[config.mk]
export PLATFORM = sky130hd
export DESIGN_NAME = pid_sequencer_flat
export DESIGN_NICKNAME = d
export VERILOG_FILES = /design/src/rtl/pid_sequencer_if.sv /design/src/rtl/pid_sequencer.sv /design/src/flat_wrapper.sv
export SDC_FILE = /design/constraint.sdc
export NUM_CORES = 1
export LEC_CHECK = 0
export BUFFER_PORTS_ARGS = -buffer_cell sky130_fd_sc_hd__buf_2
export CORE_ASPECT_RATIO = 1.4
export CORE_MARGIN = 2
export CORE_UTILIZATION = 50
export CTS_BUF_LIST = sky130_fd_sc_hd__clkbuf_4 sky130_fd_sc_hd__clkbuf_8
export DETAILED_ROUTE_END_ITERATION = 7
export PLACE_DENSITY = 0.7
export SLEW_MARGIN = 10
export SYNTH_ARGS = -nofsm -noshare
export SYNTH_HDL_FRONTEND = slang
export SYNTH_SLANG_ARGS = --single-unit
[constraint.sdc]
create_clock -name clk -period 6 [get_ports clk]
set_input_delay 1.8 -clock clk [delete_from_list [all_inputs] [get_ports clk]]
set_output_delay 1.8 -clock clk [all_outputs]
set_load 0.02 [all_outputs]
[src/rtl/pid_sequencer_if.sv]
// Control-loop bus between the error source / motor drive and the PID sequencer.
// The master supplies error and pedal status; the slave returns the drive refresh.
interface pid_sequencer_if;
  logic               not_pedaling;
  logic signed [12:0] error;
  logic        [11:0] drv_mag;
  logic               drv_vld;
  logic               busy;

  modport master (
    output not_pedaling,
    output error,
    input  drv_mag,
    input  drv_vld,
    input  busy
  );

  modport slave (
    input  not_pedaling,
    input  error,
    output drv_mag,
    output drv_vld,
    output busy
  );
endinterface

[src/rtl/pid_sequencer.sv]
// Time-multiplexed PID engine: one update per 2^TICK_W cycles, sequenced over a
// single 14-bit accumulator (integrator, P, I, D, then output saturation).
module pid_sequencer #(
  parameter int TICK_W  = 20,
  parameter int D_DEPTH = 3
) (
  input  logic            clk,
  input  logic            rst,
  pid_sequencer_if.slave  bus
);

  localparam int HW = 13;

  typedef enum logic [2:0] {
    IDLE  = 3'd0,
    INTEG = 3'd1,
    I_ADD = 3'd2,
    D_ADD = 3'd3,
    SAT   = 3'd4
  } state_t;

  state_t                    state_reg, state_next;
  logic [TICK_W-1:0]         cnt_reg;
  logic                      tick;
  logic [17:0]               integ_reg, integ_next;
  logic [13:0]               acc_reg, acc_next;
  logic signed [12:0]        err_smp_reg, err_smp_next;
  logic [D_DEPTH*HW-1:0]     hist_reg, hist_next, hist_shift;
  logic                      np_flag_reg, np_flag_next;
  logic [11:0]               drv_mag_reg, drv_mag_next;
  logic                      drv_vld_reg, drv_vld_next;

  logic [17:0]               integ_sum;
  logic [13:0]               i_term;
  logic signed [12:0]        hist_old;
  logic signed [12:0]        d_diff;
  logic signed [8:0]         d_clip;
  logic [13:0]               d_term;

  assign tick = &cnt_reg;

  always_ff @(posedge clk or posedge rst) begin
    if (rst) begin
      cnt_reg <= '0;
    end else begin
      cnt_reg <= cnt_reg + TICK_W'(1);
    end
  end

  assign integ_sum = integ_reg + {{5{err_smp_reg[12]}}, err_smp_reg};
  assign i_term    = {2'b00, integ_reg[16:5]};

  // Oldest stored sample feeds the D term; new sample enters at slot 0.
  assign hist_old = hist_reg[D_DEPTH*HW-1 -: HW];
  assign d_diff   = err_smp_reg - hist_old;

  genvar gi;
  generate
    for (gi = 0; gi < D_DEPTH; gi++) begin : g_hist
      if (gi == 0) begin : g_head
        assign hist_shift[HW-1:0] = err_smp_reg;
      end else begin : g_tail
        assign hist_shift[gi*HW +: HW] = hist_reg[(gi-1)*HW +: HW];
      end
    end
  endgenerate

  always_comb begin
    d_clip = d_diff[8:0];
    if (d_diff > 13'sd255) begin
      d_clip = 9'h0FF;
    end else if (d_diff < -13'sd256) begin
      d_clip = 9'h100;
    end
  end

  assign d_term = {{3{d_clip[8]}}, d_clip, 2'b00};

  always_comb begin
    state_next   = state_reg;
    err_smp_next = err_smp_reg;
    integ_next   = integ_reg;
    acc_next     = acc_reg;
    hist_next    = hist_reg;
    np_flag_next = np_flag_reg;
    drv_mag_next = drv_mag_reg;
    drv_vld_next = 1'b0;

    case (state_reg)
      IDLE: begin
        if (tick) begin
          err_smp_next = bus.error;
          state_next   = INTEG;
        end
      end
      INTEG: begin
        np_flag_next = bus.not_pedaling;
        // Integrator is kept non-negative and clamped at 17 bits of magnitude.
        if (bus.not_pedaling) begin
          integ_next = '0;
        end else if (integ_sum[17] && !integ_sum[16]) begin
          integ_next = 18'h1FFFF;
        end else if (integ_sum[17]) begin
          integ_next = '0;
        end else begin
          integ_next = integ_sum;
        end
        acc_next   = {err_smp_reg[12], err_smp_reg};
        state_next = I_ADD;
      end
      I_ADD: begin
        acc_next   = acc_reg + i_term;
        state_next = D_ADD;
      end
      D_ADD: begin
        acc_next   = acc_reg + d_term;
        hist_next  = hist_shift;
        state_next = SAT;
      end
      SAT: begin
        if (np_flag_reg || acc_reg[13]) begin
          drv_mag_next = '0;
        end else if (acc_reg[12]) begin
          drv_mag_next = 12'hFFF;
        end else begin
          drv_mag_next = acc_reg[11:0];
        end
        drv_vld_next = 1'b1;
        state_next   = IDLE;
      end
      default: begin
        state_next = IDLE;
      end
    endcase
  end

  always_ff @(posedge clk or posedge rst) begin
    if (rst) begin
      state_reg   <= IDLE;
      err_smp_reg <= '0;
      integ_reg   <= '0;
      acc_reg     <= '0;
      hist_reg    <= '0;
      np_flag_reg <= 1'b0;
      drv_mag_reg <= '0;
      drv_vld_reg <= 1'b0;
    end else begin
      state_reg   <= state_next;
      err_smp_reg <= err_smp_next;
      integ_reg   <= integ_next;
      acc_reg     <= acc_next;
      hist_reg    <= hist_next;
      np_flag_reg <= np_flag_next;
      drv_mag_reg <= drv_mag_next;
      drv_vld_reg <= drv_vld_next;
    end
  end

  assign bus.drv_mag = drv_mag_reg;
  assign bus.drv_vld = drv_vld_reg;
  assign bus.busy    = (state_reg != IDLE);

endmodule

[src/flat_wrapper.sv]
// flat-port wrapper written by rule: the top's interface ports become plain ports
module pid_sequencer_flat 
#(
  parameter int TICK_W  = 20,
  parameter int D_DEPTH = 3
)
  (clk, rst, bus_not_pedaling, bus_error, bus_drv_mag, bus_drv_vld, bus_busy);
  pid_sequencer_if bus_i ();
  input  logic clk;
  input  logic rst;
  input wire logic [$bits(bus_i.not_pedaling)-1:0] bus_not_pedaling;
  input wire logic [$bits(bus_i.error)-1:0] bus_error;
  output wire logic [$bits(bus_i.drv_mag)-1:0] bus_drv_mag;
  output wire logic [$bits(bus_i.drv_vld)-1:0] bus_drv_vld;
  output wire logic [$bits(bus_i.busy)-1:0] bus_busy;
  assign bus_i.not_pedaling = bus_not_pedaling;
  assign bus_i.error = bus_error;
  assign bus_drv_mag = bus_i.drv_mag;
  assign bus_drv_vld = bus_i.drv_vld;
  assign bus_busy = bus_i.busy;
  pid_sequencer #(.TICK_W(TICK_W), .D_DEPTH(D_DEPTH)) u_core (.clk(clk), .rst(rst), .bus(bus_i));
endmodule
==> metrics <==
status=finished, final reports clean; sequential area share after synthesis=39.56%; Yosys reg bits=120; highest ir drop seen on vdd=0.1466 mV; DPL Wire Length=13.34 mm; RSZ-0062 raised after global routing=false; Critical Path Start Type=flip-flop; reg2reg end=u_core.acc_reg[13]$_DFFE_PP0P_; area of the core=14920 um2; worst r2r path cells=18; top cells by area, synth=dfrtp_1 40%, ha_1 9.1%, mux2_2 5.8%, o21ai_0 4.9%, nand2_1 4.1%; share of layout cells above drive strength 1=15.71%; setup TNS=0 ns; simple-gate share of the synthesized area=14.52%; max-cap violation count=0; ys flop type=dfrtp_1; row cnt=53; vias in the first global route=6137; final hold vios=0; Commonest cells post-synth=120 x dfrtp_1, 83 x nand2_1, 75 x o21ai_0; flip-flop count of the largest register after layout=39; crit path max fanout=9; kind of critical path=flip-flop to flip-flop; GRT Util Overall=24.11%; global route overflow=0; post-synth top area share=39.56%; initial antenna violation count=0; relative slew slack=34.09%; Final nets=896; CTS buffer count=17; Synth Instances=796; 1st-pass router iterations=5; Root Buffer Master=clkbuf_8; TritonCTS clock tree=done; Post-CTS Setup Bufs=0; P&R area growth vs syn=8.820%; Slew @ Worst Pin=0.9886 ns; largest family of logic cells by synthesized area=compound AO/OA/AOI/OAI gates; FF-to-FF setup slack=1.16 ns; ys async rst share=100.0%; hold_buf cts=0; Syn Std Cell Area=7590 um2; Leak=0.003989 uW; Post-Synth Adder-Cell Area=10.12%; clock skew=0.01115 ns; post-synth top area cell=dfrtp_1; I/O Pins=30; wire per inst=17.72 um; post-synthesis mux area share=6.446%; buffers added on ports=29; Vias=6095; Max Fclk=206.5 MHz; Num Clock Sinks=120; syn avg cell area=9.535 um2; Synth Area in XOR/XNOR=6.198%; largest net degree at the start of global routing=78; RR Startpoint=u_core.err_smp_reg[0]$_DFFE_PP0P_; antenna-violating nets left=0; final setup fails=0; die area=16200 um2; ant diodes=0; Clock H-tree levels=4; vias per std cell=5.941; worst hold stages=1; Cell variety after synth=73; residual DRC count=0; fin. max-slew vios=0; Power Density=185.3 nW/um2; Post-synth EDFFs=0; Worst-Skew Late Latency=0.45 ns; die width=108.1 um; min-delay worst type=flip-flop to flip-flop; syn_nets=871; chip height=149.8 um; most frequent cell after synthesis=dfrtp_1; Starting Density=50.87%; CP arrival=5.19 ns; Non-Filler Instances=1026; post-CTS sizing=0; YS warnings=0; Final Critical Period=4.843 ns; Worst Path Required=6.35 ns; RD Place Congestion=0.9410; maximum root-to-sink buffer count=2; Final Cycle Share=80.72%; clock slew at reported path FFs=0.08 ns; DR iter-0 viols=300; placed cell count=994; Worst Hold Launch=u_core.cnt_reg[0]$_DFF_PP0_; first-pass GRT wire length=30.19 mm; total power=1531 uW; critical path endpoint category=flip-flop; Synth Area in Compound Gates=20.01%; drt total wl=18.18 mm; worst hold endpoint=u_core.cnt_reg[0]$_DFF_PP0_
worst max-delay path, cell delays in order, from the launching register on:
cell	delay [ns]
dfrtp_1	0.40
inv_1	0.07
ha_1	0.23
fa_1	0.42
nor2b_1	0.18
o31a_1	0.21
o21ai_1	0.11
and3_1	0.21
nor3_2	0.57
a41oi_4	0.13
nor3_1	0.29
ha_1	0.32
o21ai_0	0.25
o21ai_1	0.12
a2111oi_1	0.50
o41ai_1	0.18
nor4_1	0.27
o2111ai_1	0.17
o311ai_1	0.12
layer usage:
metal / vias up / part of all wire, % / track usage, %
met3: 41 / 3.4 / 4.094
li1: 2929 / - / -
met2: 141 / 51 / 42.64
met5: - / 0 / 0
met4: 0 / 3.7 / 11.60
met1: 2984 / 42 / 28.03
area by class of cell:
class / instances / area [um2]
repair buffers: 32 / 167.7
clock buffers: 18 / 247.7
well taps: 192 / 240.2
clock inverters: 14 / 125.1
flip-flops and latches: 120 / 3003
fillers: 1346 / 6661
inverters: 33 / 126.4
multi-input cells: 617 / 4349
cell usage in the layout, fill, tap and decap left out, types with 29 or more instances in the layout:
| cell type | n |
|---|---|
| nand2_1 | 83 |
| o21ai_0 | 75 |
| buf_2 | 29 |
| dfrtp_1 | 120 |
| ha_1 | 55 |
| xnor2_1 | 34 |
| inv_1 | 31 |
| nor2_1 | 57 |
| a21oi_1 | 49 |
| mux2_2 | 39 |
how the worst max path moves through the flow:
stage	startpoint	endpoint	cells past startpoint
6_report	u_core.err_smp_reg[0]$_DFFE_PP0P_	u_core.acc_reg[13]$_DFFE_PP0P_	18
5_1_grt	u_core.err_smp_reg[0]$_DFFE_PP0P_	u_core.acc_reg[13]$_DFFE_PP0P_	18
4_1_cts	u_core.err_smp_reg[0]$_DFFE_PP0P_	u_core.acc_reg[13]$_DFFE_PP0P_	18
3_5_place_dp	u_core.err_smp_reg[0]$_DFFE_PP0P_	u_core.acc_reg[13]$_DFFE_PP0P_	18
3_3_place_gp	u_core.err_smp_reg[0]$_DFFE_PP0P_	u_core.acc_reg[13]$_DFFE_PP0P_	18
2_1_floorplan	rst	u_core.acc_reg[0]$_DFFE_PP0P_	1
cells by family (layout without fill, tap and decap cells):
family | count (synthesis) | in the layout
flip-flops | 120 | 120
multiplexers | 44 | 44
XOR/XNOR | 52 | 52
adder cells (fa/ha/maj) | 59 | 59
buffers and inverters | 59 | 97
AND/OR/NAND/NOR | 231 | 231
AO/OA/AOI/OAI | 231 | 231
report_power, final:
part | internal [uW] | total (uW) | switching (uW)
registers | 808 | 808 | 0
clock network | 315 | 701 | 387
logic | 4.01 | 21.5 | 17.5
total | 1130 | 1530 | 404
stage by stage:
step                      instance area, um2  util (%)  worst slack (ns)  hold slack (ns)
after CTS                               8259     55.35             1.145           0.4561
after global routing                    8259     55.35            0.7161           0.4695
after detailed placement                7886     52.86             1.210           0.4437
after floorplan                         7590         -             1.014           0.4144
after global placement                  7886     52.86             1.342           0.4305
final                                   8259     55.35             1.157           0.4544
Power figures use the tool's default switching activity.
